## src/rtl/mul_serial_acc.sv

```systemverilog
// mul_serial_acc -- signed bit-serial multiplier with valid/ready handshakes.
//
// Accepts two WIDTH-bit two's-complement operands, walks the multiplier
// (i_data0) BITS_PER_CYC bits per enabled cycle, LSB digit first, and adds the
// shifted partial products of the multiplicand (i_data1) into a 2*WIDTH-bit
// accumulator. The full signed product is offered through o_valid/o_ready.
//
// Ports:
//   clk      rising-edge clock
//   rst_n    asynchronous active-low reset
//   en       clock enable; low holds every register
//   clr      synchronous clear back to IDLE (wins over en)
//   i_valid  operands valid          i_ready  block can accept operands
//   i_data0  signed multiplier       i_data1  signed multiplicand
//   o_valid  product valid           o_ready  downstream accepts product
//   o_data   signed 2*WIDTH product  o_idx    digit index being processed
//   o_busy   high while digits are being processed
//
// Optional feature macro: MUL_ZERO_SKIP_EN
//   When defined, a run ends early as soon as every multiplier bit above the
//   current digit is zero. Negative multipliers have the MSB set and therefore
//   always use all digits. When undefined, every run takes WIDTH/BITS_PER_CYC
//   enabled cycles.

module mul_serial_acc #(
  parameter int WIDTH        = 8,
  parameter int BITS_PER_CYC = 1,
  parameter int DEPTH        = 3
) (
  input  logic                 clk,
  input  logic                 rst_n,
  input  logic                 en,
  input  logic                 clr,
  input  logic                 i_valid,
  output logic                 i_ready,
  input  logic [WIDTH-1:0]     i_data0,
  input  logic [WIDTH-1:0]     i_data1,
  output logic                 o_valid,
  input  logic                 o_ready,
  output logic [2*WIDTH-1:0]   o_data,
  output logic [DEPTH-1:0]     o_idx,
  output logic                 o_busy
);

  localparam int N  = WIDTH / BITS_PER_CYC;
  localparam int PW = 2 * WIDTH;
  localparam int B  = BITS_PER_CYC;
  localparam logic [DEPTH-1:0] LAST_IDX = DEPTH'(N - 1);

  typedef enum logic [1:0] {
    ST_IDLE = 2'd0,
    ST_RUN  = 2'd1,
    ST_DONE = 2'd2
  } state_t;

  state_t            state_q, state_d;
  logic [WIDTH-1:0]  a_q, a_d;
  logic [WIDTH-1:0]  b_q, b_d;
  logic [PW-1:0]     acc_q, acc_d;
  logic [PW-1:0]     data_q, data_d;
  logic [DEPTH-1:0]  idx_q, idx_d;
  logic              valid_q, valid_d;
  logic              busy_q, busy_d;
  logic              ready_q, ready_d;

  logic [B-1:0]      digit;
  logic [B:0]        digit_ext;
  logic              last_digit;
  logic              run_last;
  logic [PW-1:0]     pp_a;
  logic [PW-1:0]     pp_b;
  logic [PW-1:0]     pp_full;
  logic [PW-1:0]     pp_sh;
  logic [PW-1:0]     acc_sum;
`ifdef MUL_ZERO_SKIP_EN
  logic [WIDTH-1:0]  upper_bits;
`endif

  // Partial product of the current digit and the accumulator update.
  always_comb begin
    digit      = B'(a_q >> (32'(idx_q) * B));
    last_digit = (idx_q == LAST_IDX);
    // The top digit carries the operand sign; lower digits are plain magnitudes.
    if (last_digit) begin
      digit_ext = {digit[B-1], digit};
    end else begin
      digit_ext = {1'b0, digit};
    end
    // Both factors are sign-extended to the product width so the low PW bits
    // of an unsigned multiply are the correct two's-complement result.
    pp_a    = {{(PW-B-1){digit_ext[B]}}, digit_ext};
    pp_b    = {{WIDTH{b_q[WIDTH-1]}}, b_q};
    pp_full = pp_a * pp_b;
    pp_sh   = pp_full << (32'(idx_q) * B);
    acc_sum = acc_q + pp_sh;
`ifdef MUL_ZERO_SKIP_EN
    upper_bits = a_q >> ((32'(idx_q) + 32'd1) * B);
    run_last   = last_digit || (upper_bits == {WIDTH{1'b0}});
`else
    run_last   = last_digit;
`endif
  end

  // Next-state and output decode; clr outranks en.
  always_comb begin
    state_d = state_q;
    a_d     = a_q;
    b_d     = b_q;
    acc_d   = acc_q;
    data_d  = data_q;
    idx_d   = idx_q;
    valid_d = valid_q;
    busy_d  = busy_q;
    ready_d = ready_q;
    if (clr) begin
      state_d = ST_IDLE;
      a_d     = {WIDTH{1'b0}};
      b_d     = {WIDTH{1'b0}};
      acc_d   = {PW{1'b0}};
      data_d  = {PW{1'b0}};
      idx_d   = {DEPTH{1'b0}};
      valid_d = 1'b0;
      busy_d  = 1'b0;
      ready_d = 1'b1;
    end else if (en) begin
      case (state_q)
        ST_IDLE: begin
          if (i_valid) begin
            state_d = ST_RUN;
            a_d     = i_data0;
            b_d     = i_data1;
            acc_d   = {PW{1'b0}};
            idx_d   = {DEPTH{1'b0}};
            busy_d  = 1'b1;
            ready_d = 1'b0;
          end else begin
            state_d = ST_IDLE;
          end
        end
        ST_RUN: begin
          acc_d = acc_sum;
          idx_d = idx_q + DEPTH'(1);
          if (run_last) begin
            state_d = ST_DONE;
            data_d  = acc_sum;
            valid_d = 1'b1;
            busy_d  = 1'b0;
          end else begin
            state_d = ST_RUN;
          end
        end
        ST_DONE: begin
          if (o_ready) begin
            state_d = ST_IDLE;
            idx_d   = {DEPTH{1'b0}};
            valid_d = 1'b0;
            ready_d = 1'b1;
          end else begin
            state_d = ST_DONE;
          end
        end
        default: begin
          state_d = ST_IDLE;
          idx_d   = {DEPTH{1'b0}};
          valid_d = 1'b0;
          busy_d  = 1'b0;
          ready_d = 1'b1;
        end
      endcase
    end else begin
      state_d = state_q;
    end
  end

  // State, datapath and output registers.
  always_ff @(posedge clk or negedge rst_n) begin
    if (!rst_n) begin
      state_q <= ST_IDLE;
      a_q     <= {WIDTH{1'b0}};
      b_q     <= {WIDTH{1'b0}};
      acc_q   <= {PW{1'b0}};
      data_q  <= {PW{1'b0}};
      idx_q   <= {DEPTH{1'b0}};
      valid_q <= 1'b0;
      busy_q  <= 1'b0;
      ready_q <= 1'b1;
    end else begin
      state_q <= state_d;
      a_q     <= a_d;
      b_q     <= b_d;
      acc_q   <= acc_d;
      data_q  <= data_d;
      idx_q   <= idx_d;
      valid_q <= valid_d;
      busy_q  <= busy_d;
      ready_q <= ready_d;
    end
  end

  assign i_ready = ready_q;
  assign o_valid = valid_q;
  assign o_data  = data_q;
  assign o_idx   = idx_q;
  assign o_busy  = busy_q;

endmodule

```

## config.mk

```make
export PLATFORM = sky130hd
export DESIGN_NAME = mul_serial_acc
export DESIGN_NICKNAME = d
export VERILOG_FILES = /design/src/rtl/mul_serial_acc.sv
export SDC_FILE = /design/constraint.sdc
export NUM_CORES = 1
export LEC_CHECK = 0
export BUFFER_PORTS_ARGS = -buffer_cell sky130_fd_sc_hd__buf_2
export CAP_MARGIN = 20
export CORE_AREA = 2 2 104 106
export CTS_BUF_LIST = sky130_fd_sc_hd__clkbuf_4
export CTS_CLUSTER_DIAMETER = 80
export CTS_CLUSTER_SIZE = 28
export DETAILED_ROUTE_END_ITERATION = 8
export DIE_AREA = 0 0 106 108
export SYNTH_ARGS = -nofsm -noshare
export SYNTH_HDL_FRONTEND = slang
export SYNTH_SLANG_ARGS = --single-unit
```

## constraint.sdc

```tcl
create_clock -name clk -period 6.75 [get_ports clk]
set_input_delay 1.6875 -clock clk [delete_from_list [all_inputs] [get_ports clk]]
set_output_delay 1.6875 -clock clk [all_outputs]
set_load 0.01 [all_outputs]
```

Word level (Yosys, flattened, before mapping)
Index checks and enable logic that the tools add are counted.
W data, S select, Z words.
{"block": "op_classes", "addsub": 2, "n_mul": 1, "eq_ne": 9, "shifts": 2, "muxes": 43, "reduce_logical": 14}
{"cell": "$mux W16", "count": 7}
{"cell": "$mux W8", "count": 8}
{"cell": "$pmux W16 S2", "count": 1}
{"cell": "$add A16 B16 Y16", "count": 1}
{"cell": "$shl A16 B3 Y16", "count": 1}
{"cell": "$mux W1", "count": 13}
{"cell": "$mux W3", "count": 4}
{"cell": "$reduce_and A3 Y1", "count": 4}
{"cell": "$reduce_and A4 Y1", "count": 3}
{"cell": "$mul A2 B8 Y10", "count": 1}
{"cell": "$mux W2", "count": 5}
{"cell": "$reduce_bool A2 Y1", "count": 5}
{"cell": "$ne A3 B3 Y1 const B", "count": 3}
{"cell": "$pmux W1 S3", "count": 3}
{"cell": "$pmux W3 S3", "count": 1}
{"cell": "$shr A8 B3 Y1", "count": 1}
{"cell": "$ne A2 B2 Y1 const B", "count": 3}
{"cell": "$pmux W2 S3", "count": 1}
{"cell": "$add A3 B1 Y3 const B", "count": 1}
{"cell": "$eq A3 B3 Y1 const B", "count": 1}
{"cell": "$reduce_bool A3 Y1", "count": 1}
{"cell": "$eq A2 B1 Y1 const B", "count": 1}
{"cell": "$eq A2 B2 Y1 const B", "count": 1}
{"cell": "$logic_not A2 Y1", "count": 1}
{"block": "word_totals", "regBits": 56, "input_bits": 22, "word_cells": 80}

Longest topological paths before layout
Gate-level depths: netlist (run 1).
{"block": "depth", "depth_word": 9, "depth_mapped": 27, "depth_no_buf": 23}

Least setup slack after synthesis (run 1)
Ideal clock, no wire load.
{"block": "synth_timing", "path_kind": "flip-flop to flip-flop", "startpoint": "register idx_q[0], in the netlist o_idx[0]", "endpoint": "register data_q[14], in the netlist o_data[14]", "setup_time_ns": 0.094, "arrival_time_ns": 5.649, "required_ns": 6.656, "path_slack_ns": 1.007, "path_stages_with_launch": 24, "path_buffers": 2, "period_less_slack_ns": 5.743, "path_cell_list": "dfrtp_1 > mux4_1 > mux2i_2 > clkbuf_1 > nand2b_1 > clkbuf_1 > nor2_1 > ha_1 > ha_1 > fa_1 > a21oi_1 > o21a_1 > a21boi_0 > mux2_2 > mux2i_1 > o21ai_0 > ha_1 > a21oi_1 > inv_1 > a2111oi_0 > o31ai_1 > o31ai_1 > xor2_1 > a211oi_1"}
{"block": "synth_via", "elab_chain_cells": 9}
{"item": "start, declared", "line_no": "61", "rtl": "logic [DEPTH-1:0] idx_q, idx_d;"}
{"item": "start signal, assigned", "line_no": "183", "rtl": "idx_q <= {DEPTH{1'b0}};"}
{"item": "start signal, assigned", "line_no": "193", "rtl": "idx_q <= idx_d;"}
{"item": "$shr A8 B3 Y1 / $eq A3 B3 Y1 (equally long branches)", "line_no": "81, 82"}
{"item": "$mux W2", "line_no": "84", "rtl": "if (last_digit) begin"}
{"item": "$mul A2 B8 Y10", "line_no": "93", "rtl": "pp_full = pp_a * pp_b;"}
{"item": "$shl A16 B3 Y16", "line_no": "94", "rtl": "pp_sh = pp_full << (32'(idx_q) * B);"}
{"item": "$add A16 B16 Y16", "line_no": "95", "rtl": "acc_sum = acc_q + pp_sh;"}
{"item": "$mux W16", "line_no": "143", "rtl": "if (run_last) begin"}
{"item": "$mux W16", "line_no": "126", "rtl": "case (state_q)"}
{"item": "$mux W16", "line_no": "125", "rtl": "end else if (en) begin"}
{"item": "$mux W16", "line_no": "115", "rtl": "if (clr) begin"}
{"item": "end signal, assigned", "line_no": "182", "rtl": "data_q <= {PW{1'b0}};"}
{"item": "end signal, assigned", "line_no": "192", "rtl": "data_q <= data_d;"}
{"item": "end, declared", "line_no": "60", "rtl": "logic [PW-1:0] data_q, data_d;"}
Parallel ways exist; a longest one is shown, timed or not. The select of a mux whose other input is x is not followed.
A chain may end at the register's enable or synchronous reset.

Final worst setup path (run 1)
{"block": "layout_timing", "startpoint": "register idx_q[2], in the netlist o_idx[2]", "endpoint": "register data_q[14], in the netlist o_data[14]"}
Same word-level chain as after synthesis.

==> results of run 1 <==
## per-stage QoR
stage | instances | area (um2) | hold slack [ns] | setup slack, ns | power (W)
final | 637 | 4420 | 0.514 | 0.769 | 0.000604
after global routing | 637 | 4420 | 0.540 | 0.212 | 0.000631
after CTS | 637 | 4420 | 0.521 | 0.724 | 0.000612
after detailed placement | 629 | 4340 | 0.482 | 0.772 | 0.000413
after global placement | 629 | 4340 | 0.472 | 0.966 | 0.000412
after floorplan | 470 | 4010 | 0.450 | 1.01 | 0.000388
## layout by cell type, fill, tap and decap left out, types with 4 or more instances in the layout
| cell | count |
|---|---|
| sky130_fd_sc_hd__buf_2 | 43 |
| sky130_fd_sc_hd__a21oi_1 | 57 |
| sky130_fd_sc_hd__nand2_1 | 87 |
| sky130_fd_sc_hd__dfrtp_1 | 55 |
| sky130_fd_sc_hd__ha_1 | 30 |
| sky130_fd_sc_hd__buf_4 | 5 |
| sky130_fd_sc_hd__mux2i_1 | 9 |
| sky130_fd_sc_hd__nand3_1 | 5 |
| sky130_fd_sc_hd__a22o_1 | 11 |
| sky130_fd_sc_hd__inv_1 | 10 |
| sky130_fd_sc_hd__xnor2_1 | 6 |
| sky130_fd_sc_hd__o21ai_0 | 29 |
| sky130_fd_sc_hd__nor3_1 | 6 |
| sky130_fd_sc_hd__o21bai_1 | 6 |
| sky130_fd_sc_hd__o21a_1 | 7 |
| sky130_fd_sc_hd__clkbuf_4 | 6 |
| sky130_fd_sc_hd__xor2_1 | 9 |
| sky130_fd_sc_hd__nor2b_1 | 9 |
| sky130_fd_sc_hd__nor2_1 | 33 |
| sky130_fd_sc_hd__nand2b_1 | 9 |
| sky130_fd_sc_hd__a211oi_1 | 4 |
## registers in the layout (all words and copies together), names as in the netlist
name     flops
a_q          8
b_q          8
i_ready      1
o_valid      1
o_data      16
acc_q       16
state_q      2
o_busy       1
o_idx        3
## metal layers
layer / GRT usage (%) / vias up / share of wire, %
met5: 0 / - / 0
met4: 5.55 / 0 / 1.9
met3: 1.87 / 14 / 2.5
met2: 26.8 / 70 / 46
met1: 24.3 / 1668 / 50
li1: - / 1732 / -
## worst register-to-register path, cell delays in order (launching register included)
cell	delay, ns
sky130_fd_sc_hd__dfrtp_1	0.91
sky130_fd_sc_hd__ha_1	0.41
sky130_fd_sc_hd__nand2b_1	0.23
sky130_fd_sc_hd__or2_2	0.35
sky130_fd_sc_hd__fa_1	0.38
sky130_fd_sc_hd__inv_1	0.06
sky130_fd_sc_hd__ha_1	0.18
sky130_fd_sc_hd__fa_1	0.22
sky130_fd_sc_hd__a21oi_1	0.10
sky130_fd_sc_hd__o21a_1	0.22
sky130_fd_sc_hd__a21boi_0	0.14
sky130_fd_sc_hd__mux2_2	0.30
sky130_fd_sc_hd__mux2i_1	0.20
sky130_fd_sc_hd__o21ai_0	0.12
sky130_fd_sc_hd__ha_1	0.39
sky130_fd_sc_hd__a21oi_1	0.25
sky130_fd_sc_hd__inv_1	0.06
sky130_fd_sc_hd__a2111oi_0	0.53
sky130_fd_sc_hd__o31ai_1	0.22
sky130_fd_sc_hd__o31ai_1	0.27
sky130_fd_sc_hd__xor2_1	0.20
sky130_fd_sc_hd__a211oi_1	0.09
## worst paths after layout
check,startpoint,end,slack [ns],depth (start not counted)
hold / removal,acc_q[2],acc_q[2],0.51,2
setup / recovery,o_idx[2],o_data[14],0.77,21
max in group asynchronous,rst_n,a_q[3],4.88,2
min in group asynchronous,rst_n,o_data[7],1.40,2
hold reg to reg,acc_q[2],acc_q[2],0.51,2
setup reg to reg,o_idx[2],o_data[14],0.77,21
## area by class of cell
cell class / count / area (um2)
multi-input cells: 378 / 2470
flip-flops and latches: 56 / 1400
clock buffers: 6 / 45.0
inverters: 11 / 41.3
well taps: 136 / 170
repair buffers: 48 / 253
clock inverters: 2 / 38.8
fillers: 997 / 5810
## power by group through the flow
| stage | Combinational, W | Clock (W) | Sequential, W |
|---|---|---|---|
| after global routing | 0.0000672 | 0.000215 | 0.000349 |
| after detailed placement | 0.0000593 | 0 | 0.000354 |
| after floorplan | 0.0000348 | 0 | 0.000353 |
| after global placement | 0.0000585 | 0 | 0.000354 |
| after CTS | 0.0000595 | 0.000205 | 0.000348 |
| final | 0.0000588 | 0.000197 | 0.000348 |
## logic make-up after synthesis
kind of cell | share of synthesized area [%]
flip-flops | 35.0
XOR/XNOR | 3.28
multiplexers | 5.68
adder cells (fa/ha/maj) | 10.9
AO/OA/AOI/OAI | 22.9
buffers and inverters | 3.47
AND/OR/NAND/NOR | 18.9
==> results, run 1 <==
- The flow ran to the end, and the final reports show no timing, DRC or antenna violations.
- Dividing the detail-routed wire length by the instance count gives 14.9 um.
- The switching part of the total power is 26.0%.
- The via count of the first global-routing pass was 3,331.
- The final period demand of the worst path is 5.98 ns.
- Of all nets on the critical path, the largest fanout is 28.
- The cell area that synthesis handed to floorplanning was 0.00401 mm2.
- Setup violations remaining at the end of the flow were counted as 0.
- The share of Yosys cell area claimed by the top area cell type is 34.3%.
- The post-route netlist has 14.4% of its cells at a drive strength greater than 1.
- In this run, the combinational gates consume 9.7% of the power.
- The static power due to leakage is 2.14 nW.
- The number of different library cells used by synthesis comes to 58.
- The clock arrives with 0.0115 ns of skew.
- The floorplan step defined a die boundary enclosing 0.0114 mm2.
- The number of buffers and inverters on the critical path is 2.
- The initial core utilization is 39.2%.
- The estimated wirelength of the detail-placed design is 7090 um.
- The internal power is 0.000446 W.
- VDD sags by at most 0.108 mV.
- The transition at the pin with the smallest max-transition slack is 0.982 ns.
- The number of inserted diodes is 0.
- The detail route stage leaves a number of antenna-violating nets equal to 0.
- The clock network fraction of total power is 32.7%.
- The portion of the post-synthesis area used by sequential elements is 35.0%.
- The post-route DRC violation count is 0.
- TritonCTS created 5 clock buffers.
- The final global-route overflow total is 0.
- The analysis attributes to net switching a power of 0.000157 W.
- Of the total power, registers draw 57.6%.
- The data arrival time of the critical path is 6.23 ns.
- The clock tree from TritonCTS is yes.
- The post-synthesis net count is 525.
- The post-synthesis instance total is 470.
- Counting flops with a built-in enable in the synthesized netlist gives 0.
- The number of levels in the clock H-tree is 2.
- The dominant delay contributor by cell family on the critical path is compound AO/OA/AOI/OAI gates.
- The final core area utilization is 43.2%.
- The final layout contains 555 nets.
- The worst setup path category is register to register.
- The buffer cell driving the clock tree root is sky130_fd_sc_hd__clkbuf_4.
- The routed design has 9500 um of wire.
- On the worst path, the slowest cell contributes a delay of 0.91 ns.
- The number of hold buffers added after CTS was 0.
- The kind of end point of the critical path is a register.
- Compared with the post-synthesis result, the final layout area differs by 10.3%.
- Summed over all failing endpoints, the final setup total negative slack is 0 ns.
- During synthesis, Yosys emitted a total of 0 warnings.
- The max-slew violation total from the final report came to 0.
- The achievable clock frequency is 167 MHz.
- The slowest stage cell on the critical path is sky130_fd_sc_hd__dfrtp_1.
- The floorplan step set the die height to 108 um.
- The floorplan step set the die width to 106 um.
- The worst setup path is launched from a register.
- Routability-driven placement finished with a final weighted congestion of 0.880.
- The maximum number of pins on one net before global-route repair is 57.
- For this run, the detailed router's first-pass iteration total came to 4.
- After synthesis, the most frequently instantiated cells are sky130_fd_sc_hd__nand2_1, sky130_fd_sc_hd__a21oi_1, sky130_fd_sc_hd__dfrtp_1.
- The number of antenna violations at the first check in global routing was 0.
- The cell repeated most along the worst path is sky130_fd_sc_hd__ha_1.
- sky130_fd_sc_hd__dfrtp_1 takes more of the synthesized area than any other cell.
- Clock tree synthesis found a total of 56 sinks.
- The core region is 0.0102 mm2.
- The via density per instance is 5.47.
- The post-cts sizing count is 0.
- The required time at the endpoint of the critical path is 7.00 ns.
- The critical path goes through ha_1 > nand2b_1 > or2_2 > fa_1 > inv_1 > ha_1 > fa_1 > a21oi_1 > o21a_1 > a21boi_0 > mux2_2 > mux2i_1 > o21ai_0 > ha_1 > a21oi_1 > inv_1 > a2111oi_0 > o31ai_1 > o31ai_1 > xor2_1 > a211oi_1.
- The number of failing hold endpoints at the final stage is 0.
- The number of placement rows is 37.
- The insertion delay to the later sink of the worst-skew pair is 0.39 ns.
- For this design the ratio of total power to cell area is 137 mW/mm2.
- By area the synthesized netlist is led by sky130_fd_sc_hd__dfrtp_1, sky130_fd_sc_hd__ha_1, sky130_fd_sc_hd__nand2_1, sky130_fd_sc_hd__a21oi_1, sky130_fd_sc_hd__o21ai_0.
- Buffers added to address setup during post-CTS repair amount to 0.
- The wire length of the first global-routing pass is 15,900 um.
- Setup repair after global routing left no endpoint under its margin.
- The relative max-transition margin is 34.6%.
- The clock passes through at most 2 buffers.
- In this run, synthesis produced a sequential element count of 56.
- The clock transition at the register clock pins on the worst setup and hold paths after CTS is 0.17 ns.
- The worst hold path belongs to the class register to register.
- The quantity of I/O buffers inserted on ports is 43.
- Global routing used 16.9% of the available tracks across all layers.
- The max-capacitance violation count is 0.
- Of the available clock period, the critical path in the final layout requires 88.6%.
- The cell with the most instances after synthesis is sky130_fd_sc_hd__nand2_1.
- The DRC violation total after the first TritonRoute iteration is 187.
- The via count is 3,484.
- The mean instance size in the synthesized netlist is 8.53 um2.
- Counting flops with an async set or reset pin after synthesis yields a share of 100%.
- 44 I/O pins were placed.
- Among all flip-flop cells after synthesis, the most frequent one is sky130_fd_sc_hd__dfrtp_1.
Power figures use the tool's default switching activity.
==> run 2: changes to the inputs <==
- CAP_MARGIN: 20 -> 25
- CORE_AREA: 2 2 104 106 -> 2 2 106 108
- DIE_AREA: 0 0 106 108 -> 0 0 108 110
- SKIP_CTS_REPAIR_TIMING: unset -> 1
==> run 2 against run 1 <==
Net effect:
- total power fell by 7.1%
- non-clock buffer count fell by 1
- clock-buffer cell count did not move
- cell area fell by 0.59%
- clock power fell by 21%
- sequential share of layout area rose by 0.22 points
==> results, run 2 (synthesis results as in run 1) <==
- The floorplan die width is 108 um (+1.9%).
- The initial core utilization came to 37.5% (-1.7 points).
- The required time at the endpoint of the critical path is 7.06 ns (+0.06 ns).
- The kind of end point of the critical path is a register.
- The number of ports placed on the die boundary was 44 (unchanged).
- The number of antenna violations at the first check in global routing is 1 (+1).
- The estimated wirelength of the detail-placed design is 7210 um (+1.6%).
- The switching part of the total power was 27.5% (+1.5 points).
- The last weighted congestion value of the routability-driven placer is 0.892 (+1.4%).
- The length of routed met2 wiring was 4630 um (+6.3%).
- The number of search-and-repair iterations in the first detailed-routing pass is 6 (+2).
- The clock network fraction of total power was 27.6% (-5.1 points).
- The share of the clock period used by the worst path is 89.3% (+0.67 points).
- The die height is 110 um (+1.9%).
- The antenna violation net count after detailed routing is 0 (unchanged).
- The path class of the lowest-slack min-delay path is register to register.
- The routed wire length on met3 is 249 um (+3.8%).
- The transition at the pin with the smallest max-transition slack came to 0.940 ns (-0.0416 ns).
- The share of total power in sequential cells was 62.1% (+4.5 points).
- The max-slew violation total from the final report is 0 (unchanged).
- The relative area change from synthesis to final layout is 9.65%.
- The mean routed wirelength per cell is 15.0 um (+0.58%).
- The number of placement rows is 38 (+2.7%).
- The proportion of power drawn by combinational gates came to 10.4% (+0.7 points).
- The internal power is 0.000407 W (-8.9%).
- The clock tree from TritonCTS is yes.
- The number of failing hold endpoints at the final stage is 0 (unchanged).
- The proportion of layout cells with a drive suffix above 1 is 14.2% (-0.17 points).
- The tightest hold margin is 0.514 ns (-0.0000300 ns).
- The clock sink count is 56 (unchanged).
- The final cell count without fillers is 641 (+0.63%).
- The number of nets in the final layout was 554 (-0.18%).
- The kind of launch point of the worst setup path is a register.
- The final total negative setup slack is 0 ns (unchanged).
- The quantity of I/O buffers inserted on ports was 43 (unchanged).
- The leading cell type in the layout, fill and taps excluded is sky130_fd_sc_hd__nand2_1.
- The total global routing track utilization is 16.8% (-0.13 points).
- The buffer cell driving the clock tree root is sky130_fd_sc_hd__clkbuf_4.
- The insertion delay to the later sink of the worst-skew pair is 0.40 ns (about the same).
- The via count of the first global-routing pass is 3,303 (-0.84%).
- The TritonCTS buffer count was 5 (unchanged).
- The wire length after detailed routing is 9620 um (+1.2%).
- The full die area is 0.0119 mm2 (+3.8%).
- The number of placed cells counting well taps is 632 (+0.48%).
- In the layout the commonest cells are sky130_fd_sc_hd__nand2_1, sky130_fd_sc_hd__a21oi_1, sky130_fd_sc_hd__dfrtp_1.
- The maximum vdd drop is 0.103 mV (-5.3%).
- The static power due to leakage is 2.12 nW (-1.1%).
- The number of setup violations in the final report is 0 (unchanged).
- The area of the core was 0.0107 mm2 (+4.6%).
- The highest metal layer with signal wires is met4.
- The maximum number of pins on one net before global-route repair came to 57 (unchanged).
- The via density per instance is 5.38 (-1.6%).
- The relative max-transition margin is 37.3% (+2.8 points).
- The clock tree buffer depth is 2 (unchanged).
- Setup repair after global routing left no endpoint under its margin.
- The achievable clock frequency came to 166 MHz (-0.75%).
- The post-route DRC violation count is 0 (unchanged).
- The via count is 3,449 (-1.0%).
- The length of routed wiring on met1 is 4600 um (-2.6%).
- The final setup skew is 0.0122 ns (+0.000648 ns).
- The worst-path maximum fanout was 28 (unchanged).
- The area of placed instances was 0.00433 mm2 (about the same).
- The final design area excluding fillers is 0.00439 mm2 (-0.59%).
- The max-capacitance violation count is 0 (unchanged).
- The final period demand of the worst path is 6.03 ns (+0.0454 ns).
- The number of levels in the clock H-tree came to 2 (unchanged).
- The reported net switching power is 0.000154 W (-1.8%).
- The clock transition at the register clock pins on the worst setup and hold paths after CTS is 0.16 ns (about the same).
- The worst setup path is of the register to register kind.
- The power density over the cells is 128 mW/mm2 (-6.5%).
- The wire length of the first global-routing pass came to 15,900 um (+0.35%).
- The flow ran to the end, and the final reports show no timing, DRC or antenna violations.
- The final global-route overflow total is 0 (unchanged).
- The data arrival time of the critical path came to 6.34 ns (+0.11 ns).
- The DRC violation total after the first TritonRoute iteration was 219 (+17%).
[run 2: final timing paths]
path / depth (start not counted) / start / endpoint / slack, ns
worst max-delay path: 21 / o_idx[2] / o_data[14] / 0.72
worst min-delay path: 2 / acc_q[0] / acc_q[0] / 0.51
worst max register to register: 21 / o_idx[2] / o_data[14] / 0.72
worst min register to register: 2 / acc_q[0] / acc_q[0] / 0.51
max in group asynchronous: 2 / rst_n / o_idx[1] / 4.80
min in group asynchronous: 2 / rst_n / o_data[5] / 1.41
[run 2: area by class of cell]
cell class | instances | area [um2]
diodes | 1 | 2.50
multi-input cells | 378 | 2470
flip-flops and latches | 56 | 1400
inverters | 11 | 41.3
well taps | 140 | 175
clock buffers | 6 | 45.0
repair buffers | 47 | 245
fillers | 1080 | 6300
clock inverters | 2 | 11.3
[run 2: layer usage]
metal,track usage [%],vias up
met5,0,-
met3,1.94,7
met4,4.76,0
met2,27.2,65
met1,23.8,1655
li1,-,1722
[run 2: metrics by stage]
step / setup slack (ns) / util (%) / power (W)
6_report: 0.724 / 41.1 / 0.000561
5_1_grt: 0.0553 / 41.1 / 0.000584
4_1_cts: 0.586 / 41.0 / 0.000568
3_5_place_dp: 0.665 / 40.5 / 0.000413
3_3_place_gp: 0.906 / 40.5 / 0.000412
2_1_floorplan: 1.01 / - / 0.000388
[run 2: power by group through the flow]
stage               clock network, W   logic, W  registers (W)
global route                0.000170  0.0000656       0.000349
finish                      0.000155  0.0000582       0.000348
global placement                   0  0.0000578       0.000354
CTS                         0.000161  0.0000589       0.000348
detailed placement                 0  0.0000588       0.000354
floorplan                          0  0.0000348       0.000353
[run 2: critical path, cell delays in order, from the launching register on]
cell and delay [ns]:
sky130_fd_sc_hd__dfrtp_1 0.94, sky130_fd_sc_hd__ha_1 0.43, sky130_fd_sc_hd__nand2b_1 0.25, sky130_fd_sc_hd__or2_2 0.35
sky130_fd_sc_hd__fa_1 0.40, sky130_fd_sc_hd__inv_1 0.07, sky130_fd_sc_hd__ha_1 0.20, sky130_fd_sc_hd__fa_1 0.22
sky130_fd_sc_hd__a21oi_1 0.10, sky130_fd_sc_hd__o21a_1 0.22, sky130_fd_sc_hd__a21boi_0 0.14, sky130_fd_sc_hd__mux2_2 0.30
sky130_fd_sc_hd__mux2i_1 0.18, sky130_fd_sc_hd__o21ai_0 0.12, sky130_fd_sc_hd__ha_1 0.40, sky130_fd_sc_hd__a21oi_1 0.24
sky130_fd_sc_hd__inv_1 0.06, sky130_fd_sc_hd__a2111oi_0 0.51, sky130_fd_sc_hd__o31ai_1 0.21, sky130_fd_sc_hd__o31ai_1 0.26
sky130_fd_sc_hd__xor2_1 0.11, sky130_fd_sc_hd__a211oi_1 0.25
